<file path="src/rtl/mul_sequencer_pkg.sv">
// Shared definitions for the iterative multiplier: FSM encodings,
// MUL instruction detection constants and flag bit positions.
package mul_sequencer_pkg;

   typedef enum logic [1:0] {
      ST_IDLE = 2'd0,
      ST_RUN  = 2'd1,
      ST_DONE = 2'd2
   } state_t;

   // MUL/MULS decode pattern: Instr[27:22] and Instr[7:4]
   localparam logic [5:0] MUL_OP_HI    = 6'b000000;
   localparam logic [3:0] MUL_OP_LO    = 4'b1001;

   // Position of N and Z inside the NZCV flag nibble
   localparam int unsigned FLAG_N_IDX  = 3;
   localparam int unsigned FLAG_Z_IDX  = 2;

   // True when the instruction word encodes a MUL/MULS
   function automatic logic is_mul_instr(input logic [31:0] instr);
      logic [5:0] hi;
      logic [3:0] lo;
      hi = instr[27:22];
      lo = instr[7:4];
      return (hi == MUL_OP_HI) && (lo == MUL_OP_LO);
   endfunction

endpackage

</file>
<file path="src/rtl/mul_step_dp.sv">
// Shift-add datapath: multiplicand/multiplier shift registers,
// accumulator adder and iteration counter, driven by load/step enables.
module mul_step_dp
   import mul_sequencer_pkg::*;
#(
   parameter int WIDTH = 32,
   parameter int CNT_W = 5
) (
   input  logic             clk,
   input  logic             reset,
   input  logic             i_load,
   input  logic             i_step,
   input  logic [WIDTH-1:0] i_a,
   input  logic [WIDTH-1:0] i_b,
   output logic [WIDTH-1:0] o_b,
   output logic [CNT_W-1:0] o_cnt,
   output logic [WIDTH-1:0] o_acc_nxt
);

   logic [WIDTH-1:0] r_a;
   logic [WIDTH-1:0] r_b;
   logic [WIDTH-1:0] r_acc;
   logic [CNT_W-1:0] r_cnt;
   logic [WIDTH-1:0] w_addend;

   // Partial product for this step: A when the current multiplier bit is set
   always_comb begin
      w_addend = '0;
      if (r_b[0]) begin
         w_addend = r_a;
      end else begin
         w_addend = '0;
      end
   end

   assign o_acc_nxt = r_acc + w_addend;
   assign o_b       = r_b;
   assign o_cnt     = r_cnt;

   // Load operands on accept, otherwise advance one shift-add iteration per step
   always_ff @(posedge clk) begin
      if (reset) begin
         r_a   <= '0;
         r_b   <= '0;
         r_acc <= '0;
         r_cnt <= '0;
      end else if (i_load) begin
         r_a   <= i_a;
         r_b   <= i_b;
         r_acc <= '0;
         r_cnt <= '0;
      end else if (i_step) begin
         r_a   <= r_a << 1;
         r_b   <= r_b >> 1;
         r_acc <= o_acc_nxt;
         r_cnt <= r_cnt + {{(CNT_W-1){1'b0}}, 1'b1};
      end else begin
         r_a   <= r_a;
         r_b   <= r_b;
         r_acc <= r_acc;
         r_cnt <= r_cnt;
      end
   end

endmodule

</file>
<file path="src/rtl/mul_sequencer.sv">
// Iterative multiplier sequencer: accepts a condition-qualified MUL request,
// runs the shift-add datapath, and returns the low product word, NZ flags
// and a stall that holds the PC/IR while the iteration is in progress.
module mul_sequencer
   import mul_sequencer_pkg::*;
#(
   parameter int WIDTH     = 32,
   parameter int EARLY_OUT = 1,
   parameter int CNT_W     = 5
) (
   input  logic             clk,
   input  logic             reset,
   input  logic             Start,
   input  logic             SetFlags,
   input  logic [WIDTH-1:0] SrcA,
   input  logic [WIDTH-1:0] SrcB,
   output logic [WIDTH-1:0] Product,
   output logic             Done,
   output logic             Busy,
   output logic             Stall,
   output logic [1:0]       FlagsOut,
   output logic             FlagWrite
);

   state_t           r_state;
   state_t           w_state_nxt;
   logic             w_load;
   logic             w_step;
   logic             w_set_flags_eff;
   logic [WIDTH-1:0] w_product_nxt;
   logic [WIDTH-1:0] w_b;
   logic [CNT_W-1:0] w_cnt;
   logic [WIDTH-1:0] w_acc_nxt;

   logic [WIDTH-1:0] r_product;
   logic             r_done;
   logic             r_busy;
   logic [1:0]       r_flags;
   logic             r_flag_write;
   logic             r_set_flags;

   mul_step_dp #(
      .WIDTH (WIDTH),
      .CNT_W (CNT_W)
   ) u_dp (
      .clk       (clk),
      .reset     (reset),
      .i_load    (w_load),
      .i_step    (w_step),
      .i_a       (SrcA),
      .i_b       (SrcB),
      .o_b       (w_b),
      .o_cnt     (w_cnt),
      .o_acc_nxt (w_acc_nxt)
   );

   // Next-state and datapath enables; DONE accepts a new request like IDLE
   always_comb begin
      w_state_nxt = r_state;
      w_load      = 1'b0;
      w_step      = 1'b0;
      case (r_state)
         ST_IDLE, ST_DONE: begin
            if (Start) begin
               w_load = 1'b1;
               if ((EARLY_OUT != 0) && (SrcB == '0)) begin
                  w_state_nxt = ST_DONE;
               end else begin
                  w_state_nxt = ST_RUN;
               end
            end else begin
               w_state_nxt = ST_IDLE;
            end
         end
         ST_RUN: begin
            w_step = 1'b1;
            if ((w_cnt == CNT_W'(WIDTH-1)) ||
                ((EARLY_OUT != 0) && ((w_b >> 1) == '0))) begin
               w_state_nxt = ST_DONE;
            end else begin
               w_state_nxt = ST_RUN;
            end
         end
         default: begin
            w_state_nxt = ST_IDLE;
         end
      endcase
   end

   // Value and S-bit captured on DONE entry; a zero multiplier bypasses RUN
   always_comb begin
      w_product_nxt   = '0;
      w_set_flags_eff = 1'b0;
      if (w_load) begin
         w_product_nxt   = '0;
         w_set_flags_eff = SetFlags;
      end else begin
         w_product_nxt   = w_acc_nxt;
         w_set_flags_eff = r_set_flags;
      end
   end

   // FSM state register
   always_ff @(posedge clk) begin
      if (reset) begin
         r_state <= ST_IDLE;
      end else begin
         r_state <= w_state_nxt;
      end
   end

   // Registered result, flags and status outputs
   always_ff @(posedge clk) begin
      if (reset) begin
         r_product    <= '0;
         r_done       <= 1'b0;
         r_busy       <= 1'b0;
         r_flags      <= 2'b00;
         r_flag_write <= 1'b0;
         r_set_flags  <= 1'b0;
      end else begin
         r_done       <= (w_state_nxt == ST_DONE);
         r_busy       <= (w_state_nxt == ST_RUN);
         r_flag_write <= (w_state_nxt == ST_DONE) && w_set_flags_eff;
         if (w_load) begin
            r_set_flags <= SetFlags;
         end else begin
            r_set_flags <= r_set_flags;
         end
         if (w_state_nxt == ST_DONE) begin
            r_product <= w_product_nxt;
            r_flags   <= {w_product_nxt[WIDTH-1], (w_product_nxt == '0)};
         end else begin
            r_product <= r_product;
            r_flags   <= r_flags;
         end
      end
   end

   assign Product   = r_product;
   assign Done      = r_done;
   assign Busy      = r_busy;
   assign FlagsOut  = r_flags;
   assign FlagWrite = r_flag_write;
   // Stall is combinational on Start so the PC freezes in the accept cycle
   assign Stall     = ((r_state == ST_IDLE) && Start) || (r_state == ST_RUN);

endmodule

</file>
<file path="config.mk">
export PLATFORM = sky130hd
export DESIGN_NAME = mul_sequencer
export DESIGN_NICKNAME = d
export VERILOG_FILES = /design/src/rtl/mul_sequencer_pkg.sv /design/src/rtl/mul_step_dp.sv /design/src/rtl/mul_sequencer.sv
export SDC_FILE = /design/constraint.sdc
export NUM_CORES = 1
export LEC_CHECK = 0
export BUFFER_PORTS_ARGS = -buffer_cell sky130_fd_sc_hd__buf_2
export CAP_MARGIN = 40
export CORE_ASPECT_RATIO = 1.25
export CORE_MARGIN = 2
export CORE_UTILIZATION = 58
export DETAILED_ROUTE_END_ITERATION = 8
export PLACE_DENSITY = 0.78
export SLEW_MARGIN = 20
export SYNTH_ARGS = -nofsm -noshare
export SYNTH_HDL_FRONTEND = slang
export SYNTH_SLANG_ARGS = --single-unit
</file>
<file path="constraint.sdc">
create_clock -name clk -period 3.6 [get_ports clk]
set_clock_uncertainty 0.05 [all_clocks]
set_input_delay 0.72 -clock clk [delete_from_list [all_inputs] [get_ports clk]]
set_output_delay 0.72 -clock clk [all_outputs]
set_load 0.01 [all_outputs]
</file>
; Yosys cells after proc, flatten, opt, wreduce, memory -nomap -nowiden
; Cells that the tools add are included.
[classes]
n_addsub = 2
n_bitwise = 0
mux = 14
order_cmp = 0
shift = 0
eq_ne = 5
n_reduce_logical = 11
multipliers = 0
n_div = 0
[op_table]
columns = op, count
row1 = $mux W32, 6
row2 = $logic_not A32 Y1, 3
row3 = $add A32 B32 Y32, 1
row4 = $mux W2, 3
row5 = $add A5 B1 Y5 const B, 1
row6 = $eq A5 B5 Y1 const B, 1
row7 = $eq A2 B1 Y1 const B, 2
row8 = $eq A2 B2 Y1 const B, 2
row9 = $mux W1, 4
row10 = $pmux W2 S2, 1
row11 = $reduce_or A2 Y1, 2
row12 = $logic_and A1 B1 Y1, 2
row13 = $logic_not A2 Y1, 1
row14 = $logic_or A1 B1 Y1, 2
row15 = $reduce_bool A2 Y1, 1
[word_totals]
elab_cells = 43
regBits = 141
latchBits = 0
romBits = 0
output_inout_bits = 38
in_bits = 68
ramBits = 0
memories = 0

; Logic depth before layout (Yosys ltp)
[logic_depth]
ltp_word = 6
ltp_mapped = 14
depth_no_buf = 12

; By module
; Synthesis repeated with hierarchy kept, for this count alone.
[unflattened]
cells_unflattened = 979
area_unflattened_um2 = 8057.7
[modules_own_cells]
columns = module, area_each_um2, instances, seq_area_each_um2, cells_each
row1 = mul_step_dp, 6234.7, 1, 2021.9, 760
row2 = mul_sequencer, 1823.0, 1, 780.7, 219

; Worst setup path after synthesis
; No wires, ideal clock.
[synth_path]
path_type = register to register
from = reg u_dp.r_b[0] (netlist: u_dp.o_b[0])
to = reg r_flags[0] (netlist: FlagsOut[0])
stages_incl_launch_ff = 14
synth_period_minus_slack_ns = 3.262
slack_ns = 0.338
arrival_time_ns = 3.154
t_required_ns = 3.492
path_cell_list = dfxtp_1 > clkbuf_1 > and2_1 > ha_1 > fa_1 > a211oi_1 > o31ai_2 > a31oi_4 > o221ai_2 > xor2_1 > or4b_1 > nor4_2 > nand4_1 > nand2_1
[synth_via]
elab_chain_len = 4
[synth_lines]
columns = element, line_no
row1 = start: declaration, mul_step_dp.sv:21  ; logic [WIDTH-1:0] r_b;
row2 = start signal: assignment, mul_step_dp.sv:49  ; r_b <= i_b;
row3 = start signal: assignment, mul_step_dp.sv:54  ; r_b <= r_b >> 1;
row4 = start signal: assignment, mul_step_dp.sv:59  ; r_b <= r_b;
row5 = $mux W32, mul_step_dp.sv:29  ; if (r_b[0]) begin
row6 = $add A32 B32 Y32, mul_step_dp.sv:36  ; assign o_acc_nxt = r_acc + w_addend;
row7 = $mux W32, mul_sequencer.sv:94  ; if (w_load) begin
row8 = $logic_not A32 Y1, mul_sequencer.sv:132  ; r_flags <= {w_product_nxt[WIDTH-1], (w_product_nxt == '0)};
row9 = end signal: assignment, mul_sequencer.sv:132
row10 = end signal: assignment, mul_sequencer.sv:135  ; r_flags <= r_flags;
row11 = end: declaration, mul_sequencer.sv:38  ; logic [1:0] r_flags;
; Every way passes these cells.
; A chain may end at the register's enable or synchronous reset.

; Worst setup path after layout
; Same ends and word-level chain as after synthesis.

==> impl_metrics.py <==
metrics = {
    "timing": {
        "relSlewSlack_pct": 55.3,
        "fin_crit_ns": 3.40,
        "fmax_mhz": 294,
        "hold_ws_ns": 0.404,
        "finalHoldViolCount": 0,
        "worstMarginPinSlew_ns": 0.670,
        "finalMaxSlewViolations": 0,
        "finalSetupViolCount": 0,
        "rsz0062_at_grt": "false",
        "layout_worst_path_cycle_share_pct": 94.4,
        "setup_tns_ns": 0,
    },
    "clock_network": {
        "clk_path_buf_depth": 2,
        "cts_made_buffers": 17,
        "cts_hold_buffers": 0,
        "post_cts_resized": 0,
        "cts.root.buffer_cell": "clkbuf_16",
        "cts_htree_levels": 4,
        "clkTransAtPathRegs_ns": 0.06,
        "cts_tree": "done",
        "clkLatencyLatePin_ns": 0.43,
        "post-cts-setup-buffer-count": 0,
        "cts_sinks": 140,
    },
    "grt": {
        "grt-ovfl-total": 0,
        "grt_pass1_wl_um": 37000,
        "grt_pass1_vias": 7374,
        "antenna_found_initial": 0,
        "track_usage_pct": 32.6,
        "grt_max_degree": 103,
    },
    "floorplanning": {
        "num_rows": 47,
        "die_h_um": 135,
        "die_area_sq_um": 14600,
        "core_area_sq_um": 13300,
        "ioPinCount": 106,
        "die_w_um": 109,
        "initial_core_util_pct": 59.7,
    },
    "hold_path": {
        "holdPathStages": 2,
        "hold_class": "reg2reg",
    },
    "synthesis": {
        "synthDistinctLibCells": 72,
        "yosysSeqAreaShare_pct": 35.3,
        "syn_avg_cell_area_sq_um": 7.68,
        "synth.top_cell.area_share_pct": 35.3,
        "async_reset_ff_share_pct": 0,
        "synth_cells": 1033,
        "ys_warn_count": 0,
        "syn_nets": 1135,
        "yosysTopAreaCell": "dfxtp_1",
        "netlist_top_cells_area": "dfxtp_1 35%, nand2_1 9.6%, a21oi_1 5.7%",
        "netlist_area_sq_um": 7930,
        "ys.flop_type": "dfxtp_1",
        "synth_edf_count": 0,
        "synth_seq_cells": 140,
    },
    "worst_setup_path": {
        "worst-path-stages": 12,
        "crit_chain": "buf_6 -> and2_1 -> ha_1 -> nand4_1 -> nor2_1 -> a41o_1 -> or3_1 -> o211a_1 -> or4b_1 -> nor4_2 -> nand4_1 -> nand2_1",
        "reg2reg_depth": 12,
        "cp_top_family": "simple AND/OR/NAND/NOR gates",
        "crit_path_end_kind": "register",
        "worstPathMaxFanout": 24,
        "crit_top_cell": "nand4_1",
        "crit_slowest_cell": "or4b_1",
        "worstPathArrival_ns": 3.72,
        "cpPeakStageDelay_ns": 0.55,
        "critical_path_buf_inv_count": 1,
        "critPathRequiredTime_ns": 3.93,
        "critPathKind": "reg2reg",
        "critPathLaunchType": "register",
    },
    "cells_and_area": {
        "antenna_cells": 0,
        "drive_gt1_share_pct": 17.4,
        "area_growth_pct": 17.6,
        "final_cell_mix": "202 x nand2_1, 139 x dfxtp_1, 119 x nor2_1",
        "layout.cells.most_common": "nand2_1",
        "nNetsFinal": 1215,
    },
    "detailed_routing": {
        "drcViolationCount": 0,
        "ant_nets": 0,
        "wl_per_cell_um": 18.1,
        "drt_pass1_iterations": 5,
        "wl_um": 23500,
        "drt_iter0_markers": 666,
        "vias": 7908,
        "viasPerCell": 6.10,
    },
    "power_and_ir_drop": {
        "ir_drop_v": 0.000363,
        "p_leak_nw": 3.87,
        "power_density_nw_per_um2": 424,
    },
    "placement": {
        "port_buffers": 105,
        "dp_hpwl_um": 16900,
        "gp_congestion": 1.02,
    },
    "flow_run": {
        "cap_viol_max_count": 0,
    },
    "outcome": {
        "status": "complete, no violations",
    },
}
sequential cells by signal (all words and copies together), names as in the netlist:
| signal | cells |
|---|---|
| Busy | 1 |
| u_dp.r_a | 32 |
| u_dp.o_cnt | 5 |
| Done | 1 |
| r_set_flags | 1 |
| Product | 32 |
| FlagsOut | 1 |
| u_dp.r_acc | 32 |
| FlagWrite | 1 |
| u_dp.o_b | 32 |
| r_state | 2 |
synth_stat cells (all sizes together) (8+ instances only):
cell / instances
nor4: 19
a21oi: 93
a21o: 16
buf: 21
nand4: 16
a311oi: 49
nor3: 24
a211oi: 10
a22oi: 31
o21ai: 23
and2: 42
dfxtp: 140
nand2: 202
nor2: 119
xnor2: 12
xor2: 12
clkbuf: 57
and3: 8
ha: 33
nand3: 15
worst register-to-register path: cells and delay by family, from the launching register on:
family                   cells  cell delay, ns
AO/OA/AOI/OAI                2            0.55
adder cells (fa/ha/maj)      1            0.38
buffers and inverters        1            0.16
flip-flops                   1            0.34
AND/OR/NAND/NOR              8            1.85
per-stage QoR:
stage | util, % | cell area [sq um] | power (mW) | std cells | setup WS, ns
detailed placement | 65.4 | 8690 | 2.20 | 1265 | 0.135
CTS | 69.9 | 9290 | 3.95 | 1296 | 0.115
global placement | 65.0 | 8640 | 2.18 | 1263 | 0.191
global route | 70.2 | 9330 | 4.08 | 1296 | 0.000891
finish | 70.2 | 9330 | 3.95 | 1296 | 0.203
floorplan | - | 7930 | 2.01 | 1033 | 0.338
final timing paths:
kind	start	end	slack, ns
worst min-delay path	Product[12]	Product[12]	0.40
worst max register to register	u_dp.o_b[0]	FlagsOut[0]	0.20
worst min register to register	Product[12]	Product[12]	0.40
worst max-delay path	u_dp.o_b[0]	FlagsOut[0]	0.20
final cells by class:
class / instances / area, sq um
Multi-Input combinational cell: 812 / 4860
Fill cell: 1150 / 3960
Sequential cell: 140 / 2800
Timing Repair Buffer: 139 / 852
Clock buffer: 17 / 425
Tap cell: 171 / 214
Clock inverter: 14 / 169
Inverter: 3 / 11.3
logic make-up after synthesis:
| family | after synthesis | synth area share [%] |
|---|---|---|
| xor+xnor | 24 | 2.65 |
| simple gates | 473 | 27.1 |
| fa+ha+maj | 34 | 5.46 |
| mux | 2 | 0.252 |
| buf+inv | 81 | 4.35 |
| flops | 140 | 35.3 |
| compound gates | 279 | 24.8 |
where the power goes:
part / switching [mW] / total (mW) / leakage, nW / internal [mW]
clock: 0.693 / 1.78 / 0.289 / 1.09
combinational: 0.303 / 0.489 / 2.44 / 0.186
sequential: 0.0631 / 1.69 / 1.14 / 1.62
metal layers:
| layer | vias up | GRT usage [%] | wire length (um) | part of all wire [%] |
|---|---|---|---|---|
| li1 | 3883 | - | - | - |
| met1 | 3707 | 38.6 | 9250 | 39 |
| met2 | 251 | 54.4 | 11900 | 50 |
| met3 | 67 | 5.79 | 1170 | 5.0 |
| met4 | 0 | 19.6 | 1250 | 5.3 |
| met5 | - | 0 | 0 | 0 |
(Power assumes the default switching activity.)
